--- config.mk ---
export PLATFORM = sky130hd
export DESIGN_NAME = rv32_mt_regfile
export DESIGN_NICKNAME = d
export VERILOG_FILES = /design/src/rtl/rv32_mt_regfile.sv
export SDC_FILE = /design/constraint.sdc
export NUM_CORES = 2
export LEC_CHECK = 0
export ABC_AREA = 0
export BUFFER_PORTS_ARGS = -buffer_cell sky130_fd_sc_hd__buf_2
export CAP_MARGIN = 10
export CORE_MARGIN = 4
export CORE_UTILIZATION = 37
export DETAILED_ROUTE_END_ITERATION = 12
export PLACE_DENSITY = 0.56
export REMOVE_ABC_BUFFERS = 1
export SETUP_SLACK_MARGIN = 0.2
export SLEW_MARGIN = 25
export SYNTH_ARGS = -nofsm -noshare
export SYNTH_HDL_FRONTEND = slang
export SYNTH_SLANG_ARGS = --single-unit
--- constraint.sdc ---
create_clock -name clk -period 3.7 [get_ports clk]
set_input_delay 0.37 -clock clk [delete_from_list [all_inputs] [get_ports clk]]
set_output_delay 0.37 -clock clk [all_outputs]
set_load 0.03 [all_outputs]
--- src/rtl/rv32_mt_regfile.sv ---
// Multi-HART RV32 register file with per-HART PC/last-PC, post-reset clear sweep
// and optional same-cycle write-to-read forwarding.
module rv32_mt_regfile #(
  parameter int          NUM_HARTS       = 1,
  parameter int          REGFILE_ENTRIES = 32,
  parameter logic [31:0] RESET_VECTOR    = 32'h0000_0000,
  parameter bit          BYPASS          = 1'b1,
  localparam int         HW              = (NUM_HARTS > 1) ? $clog2(NUM_HARTS) : 1,
  localparam int         IW              = $clog2(REGFILE_ENTRIES)
) (
  input  logic          clk,
  input  logic          reset,
  input  logic [HW-1:0] hart,
  input  logic [IW-1:0] rs1_idx,
  input  logic [IW-1:0] rs2_idx,
  input  logic [IW-1:0] rd_idx,
  input  logic          rd_we,
  input  logic [31:0]   new_rd,
  input  logic [31:0]   new_pc,
  input  logic          update_pc,
  input  logic          stall,
  output logic [31:0]   rs1,
  output logic [31:0]   rs2,
  output logic [31:0]   pc,
  output logic [31:0]   last_pc,
  output logic          ready
);

  localparam int DEPTH = NUM_HARTS * REGFILE_ENTRIES;
  localparam int AW    = $clog2(DEPTH);

  typedef enum logic {CLEAR, RUN} state_t;

  state_t          state_reg, state_next;
  logic [AW-1:0]   clr_cnt_reg, clr_cnt_next;

  logic [31:0]     mem [DEPTH];
  logic            mem_we;
  logic [AW-1:0]   mem_waddr;
  logic [31:0]     mem_wdata;

  logic [AW-1:0]   rs1_addr, rs2_addr, rd_addr;
  logic [HW-1:0]   hart_sel;
  logic [31:0]     pc_bank      [NUM_HARTS];
  logic [31:0]     last_pc_bank [NUM_HARTS];

  logic            run;
  logic            advance;
  logic            rd_hit;

  assign run     = (state_reg == RUN);
  assign advance = run && !stall;
  assign rd_hit  = advance && rd_we && (rd_idx != '0);
  assign ready   = run;

  // With a single HART the select input carries no address bits.
  generate
    if (NUM_HARTS == 1) begin : g_single
      logic unused_hart;
      assign unused_hart = ^hart;
      assign hart_sel    = '0;
      assign rs1_addr    = rs1_idx;
      assign rs2_addr    = rs2_idx;
      assign rd_addr     = rd_idx;
      assign pc          = pc_bank[0];
      assign last_pc     = last_pc_bank[0];
    end else begin : g_multi
      assign hart_sel    = hart;
      assign rs1_addr    = {hart, rs1_idx};
      assign rs2_addr    = {hart, rs2_idx};
      assign rd_addr     = {hart, rd_idx};
      assign pc          = pc_bank[hart];
      assign last_pc     = last_pc_bank[hart];
    end
  endgenerate

  generate
    for (genvar gi = 0; gi < NUM_HARTS; gi++) begin : g_hart
      logic [31:0] pc_reg;
      logic [31:0] last_pc_reg;

      always_ff @(posedge clk or posedge reset) begin
        if (reset) begin
          pc_reg      <= RESET_VECTOR;
          last_pc_reg <= '0;
        end else if (advance && (hart_sel == HW'(gi))) begin
          last_pc_reg <= pc_reg;
          pc_reg      <= update_pc ? (new_pc + 32'd4) : (pc_reg + 32'd4);
        end
      end

      assign pc_bank[gi]      = pc_reg;
      assign last_pc_bank[gi] = last_pc_reg;
    end
  endgenerate

  always_ff @(posedge clk or posedge reset) begin
    if (reset) begin
      state_reg   <= CLEAR;
      clr_cnt_reg <= '0;
    end else begin
      state_reg   <= state_next;
      clr_cnt_reg <= clr_cnt_next;
    end
  end

  // The single write port is shared between the clear sweep and writeback.
  always_comb begin
    state_next   = state_reg;
    clr_cnt_next = clr_cnt_reg;
    mem_we       = 1'b0;
    mem_waddr    = rd_addr;
    mem_wdata    = new_rd;
    case (state_reg)
      CLEAR: begin
        mem_we       = 1'b1;
        mem_waddr    = clr_cnt_reg;
        mem_wdata    = '0;
        clr_cnt_next = clr_cnt_reg + 1'b1;
        if (clr_cnt_reg == AW'(DEPTH - 1)) begin
          state_next = RUN;
        end
      end
      RUN: begin
        if (rd_hit) begin
          mem_we = 1'b1;
        end
      end
      default: begin
        state_next = CLEAR;
      end
    endcase
  end

  always_ff @(posedge clk) begin
    if (mem_we) begin
      mem[mem_waddr] <= mem_wdata;
    end
  end

  always_comb begin
    rs1 = mem[rs1_addr];
    if (rs1_idx == '0) begin
      rs1 = '0;
    end else if (BYPASS && rd_hit && (rd_idx == rs1_idx)) begin
      rs1 = new_rd;
    end
  end

  always_comb begin
    rs2 = mem[rs2_addr];
    if (rs2_idx == '0) begin
      rs2 = '0;
    end else if (BYPASS && rd_hit && (rd_idx == rs2_idx)) begin
      rs2 = new_rd;
    end
  end

endmodule

==> reports/results.ini <==
[status]
status=finished clean

[job]
max-cap-violations=0

[logic_synthesis]
synthArstFlopShare_pct=6.40
synth-edff-count=1024
synthCells=3144
yosysSeqAreaShare_pct=60.8
synth-seq-cells=1094
ys_warn_count=0
yosysUniqueCellTypes=80
avgSynthCellArea_um2=17.0
synthFlopType=edfxtp_1
syn_area_mm2=0.0534

[placed_design]
post-dp-hpwl_um=106000
placed_area_mm2=0.0582
io_buffers=212
placedCellCount=5231
gp_congestion=0.838

[setup_path]
cp.arrival_ps=3130
crit_start=ready$_DFF_PP0_
critPathLaunchType=register
cpMaxStageDelayCell=or4_4
crit_chain=nor2b_4, o211ai_4, or4_4, nand2_8, buf_16, o22ai_2, buf_6, nor3_2, buf_4
crit_path_end_kind=output port
max_stage_delay_ps=690
rr_worst_depth=7
required_ps=3330
rrSetupSlack_ps=590
crit_type=reg2out
timing.rr.end=mem[21][24]$_DFFE_PP_
crit_fanout=7
r2r-start=ready$_DFF_PP0_

[clocking]
clkTransAtPathRegs_ps=60
cts_buffers=120
clock_sinks=1094
cts_tree=done
clk_latency_ps=780
root_buffer=clkbuf_16
cts.htree.levels=3
ctsLongestPathBuffers=3

[timing]
slew_viol_final=0
rsz0062_at_grt=true
timing.final.crit_share_pct=94.6
hold_viol_final=0
fmax_mhz=286
tightest_slew_ps=1050
skew_ps=53.9
hold_slack_ps=61.8
post-route-min-period_ps=3500
setup_violations=0
relSlewSlack_pct=30.1

[die]
start_util_pct=37.2
row_count=139
io-pin-count=214
fp.dieH_um=388
design.die.area_mm2=0.151
die_x_um=388
core_area_mm2=0.143

[global_route]
grt_pass1_vias=33100
grt_overflow=0
antenna_found_initial=11
grt_pass1_wl_um=247000
grt_usage_pct=22.9
grt_max_degree=73

[route]
viasPerCell=6.09
first_pass_iters=5
drt_iter0_drc=3618
vias=33400
wirelength_um=176000
wl_per_cell_um=32.1
detail-route-antenna-nets=0
drc_errors=0

[pwr]
pwr-share-clk_pct=40.9
seqPwrFrac_pct=47.8
ir_worst_vdd_mv=0.400
netSwitchingPower_w=0.00725
leakagePower_nw=21.1
p_int_w=0.0216
switching_share_pct=25.2
p_comb_share_pct=11.3
power_density_mw_per_mm2=460

[cells_and_area]
synthToLayoutAreaGrowth_pct=17.2
final_layout_size_suffix_gt1_share_pct=33.6
final_area_mm2=0.0626
largest_reg_flops=1024
fin_cells=5482
fin_nets=3564

[min_path]
hp-class=in2reg
min_from=new_pc[10]
whs_path_depth=3
hold_path_end=pc[10]$_DFFE_PP0N_

## cells in the final DEF (no fill, tap or decap), drive strengths merged, types with 12 or more instances in the layout
cell type / instances
edfxtp: 1024
mux4: 478
buf: 438
mux2i: 223
nand2: 222
clkbuf: 151
nor2: 121
o21ai: 82
a21oi: 81
dfrtp: 70
clkinv: 62
nand3: 57
a221oi: 52
a211oi: 48
nor3: 45
and2: 43
nor2b: 41
o22ai: 35
a22oi: 27
nand2b: 25
nand4: 23
inv: 22
a31oi: 21
and3: 15
nand3b: 12
## layer usage
| layer | vias to the layer above | part of all wire [%] | track usage (%) |
|---|---|---|---|
| li1 | 13700 | - | - |
| met1 | 17700 | 41 | 31.7 |
| met2 | 1605 | 47 | 36.4 |
| met3 | 305 | 8.9 | 4.88 |
| met4 | 8 | 3.5 | 7.08 |
| met5 | - | 0.032 | 0.128 |
## per-stage QoR
stage          total power (W)  TNS, ps  worst slack (ps)  util, %
3_3_place_gp            0.0172        0               297     40.6
2_1_floorplan           0.0157  -102530             -1840        -
5_1_grt                 0.0298        0              93.4     43.6
4_1_cts                 0.0290        0               170     43.4
6_report                0.0288        0               200     43.6
3_5_place_dp            0.0172        0               278     40.6
## Yosys cell counts, drive strengths merged, types with 7 or more instances
cell       n  area share, %
edfxtp  1024             58
mux4     478             20
mux2i    223            4.2
nand2    222            1.6
buf      152            2.2
nor2     121           0.85
clkbuf    89           0.63
o21ai     82           0.77
a21oi     81           0.77
dfrtp     70            3.3
nand3     57           0.54
a221oi    52           0.98
a211oi    48           0.67
nor3      45           0.43
and2      43           0.50
nor2b     41           0.48
o22ai     35           0.41
a22oi     27           0.39
nand2b    25           0.29
nand4     23           0.30
a31oi     21           0.25
inv       21           0.15
and3      15           0.18
nand3b    12           0.17
a221o     11           0.21
mux2      11           0.23
o211ai    10           0.17
xnor2     10           0.16
a32oi      9           0.15
nor3b      7          0.098
## worst max-delay path by stage
stage	end	slack, ps	cells after the start
5_1_grt	rs1[29]	90	9
3_3_place_gp	rs1[8]	300	8
2_1_floorplan	rs1[30]	-1840	6
4_1_cts	rs1[19]	170	9
6_report	rs1[19]	200	9
3_5_place_dp	rs1[8]	280	8
## power by group through the flow
stage / Clock [W] / Combinational (W) / Sequential [W]
after floorplan: 0 / 0.00150 / 0.0142
after global placement: 0 / 0.00318 / 0.0140
after detailed placement: 0 / 0.00319 / 0.0140
after CTS: 0.0120 / 0.00322 / 0.0138
after global routing: 0.0125 / 0.00346 / 0.0138
final: 0.0118 / 0.00327 / 0.0138
## what timing repair did
action	4_1_cts	5_1_grt
setup endpoints to repair	46	22
buffers inserted	3	8
hold endpoints to repair	16	0
gates cloned	0	2
pin swaps	3	16
hold buffers	10	0
resized for setup	20	32
## critical path: cells and delay by family, from the launching register on
family / cells / cell delay, ps
AOI/OAI and AO/OA: 2 / 280
buffers and inverters: 3 / 530
DFF: 1 / 400
and+or+nand+nor: 4 / 1170
## kinds of logic (layout without fill, tap and decap cells)
| group | Yosys count | in the layout | share of synthesized area [%] |
|---|---|---|---|
| AOI/OAI and AO/OA | 419 | 419 | 5.48 |
| xor gates and xnor gates | 16 | 16 | 0.262 |
| adders and majority gates | 4 | 4 | 0.0937 |
| buffers and inverters | 264 | 696 | 2.96 |
| DFF | 1094 | 1094 | 60.8 |
| muxes | 712 | 712 | 24.6 |
| other | 0 | 3 | 0 |
| and+or+nand+nor | 635 | 635 | 5.82 |
## cell type report
class,instances,area (µm²)
antenna,3,7.51
clock buffer,149,3200
inverter,23,88.8
sequential,1094,32500
timing repair buffer,450,3950
clock inverter,74,662
fill,12600,80900
tap,1903,2380
multi-input combinational,1786,19800
No activity file was read; power rests on OpenSTA's default activity.
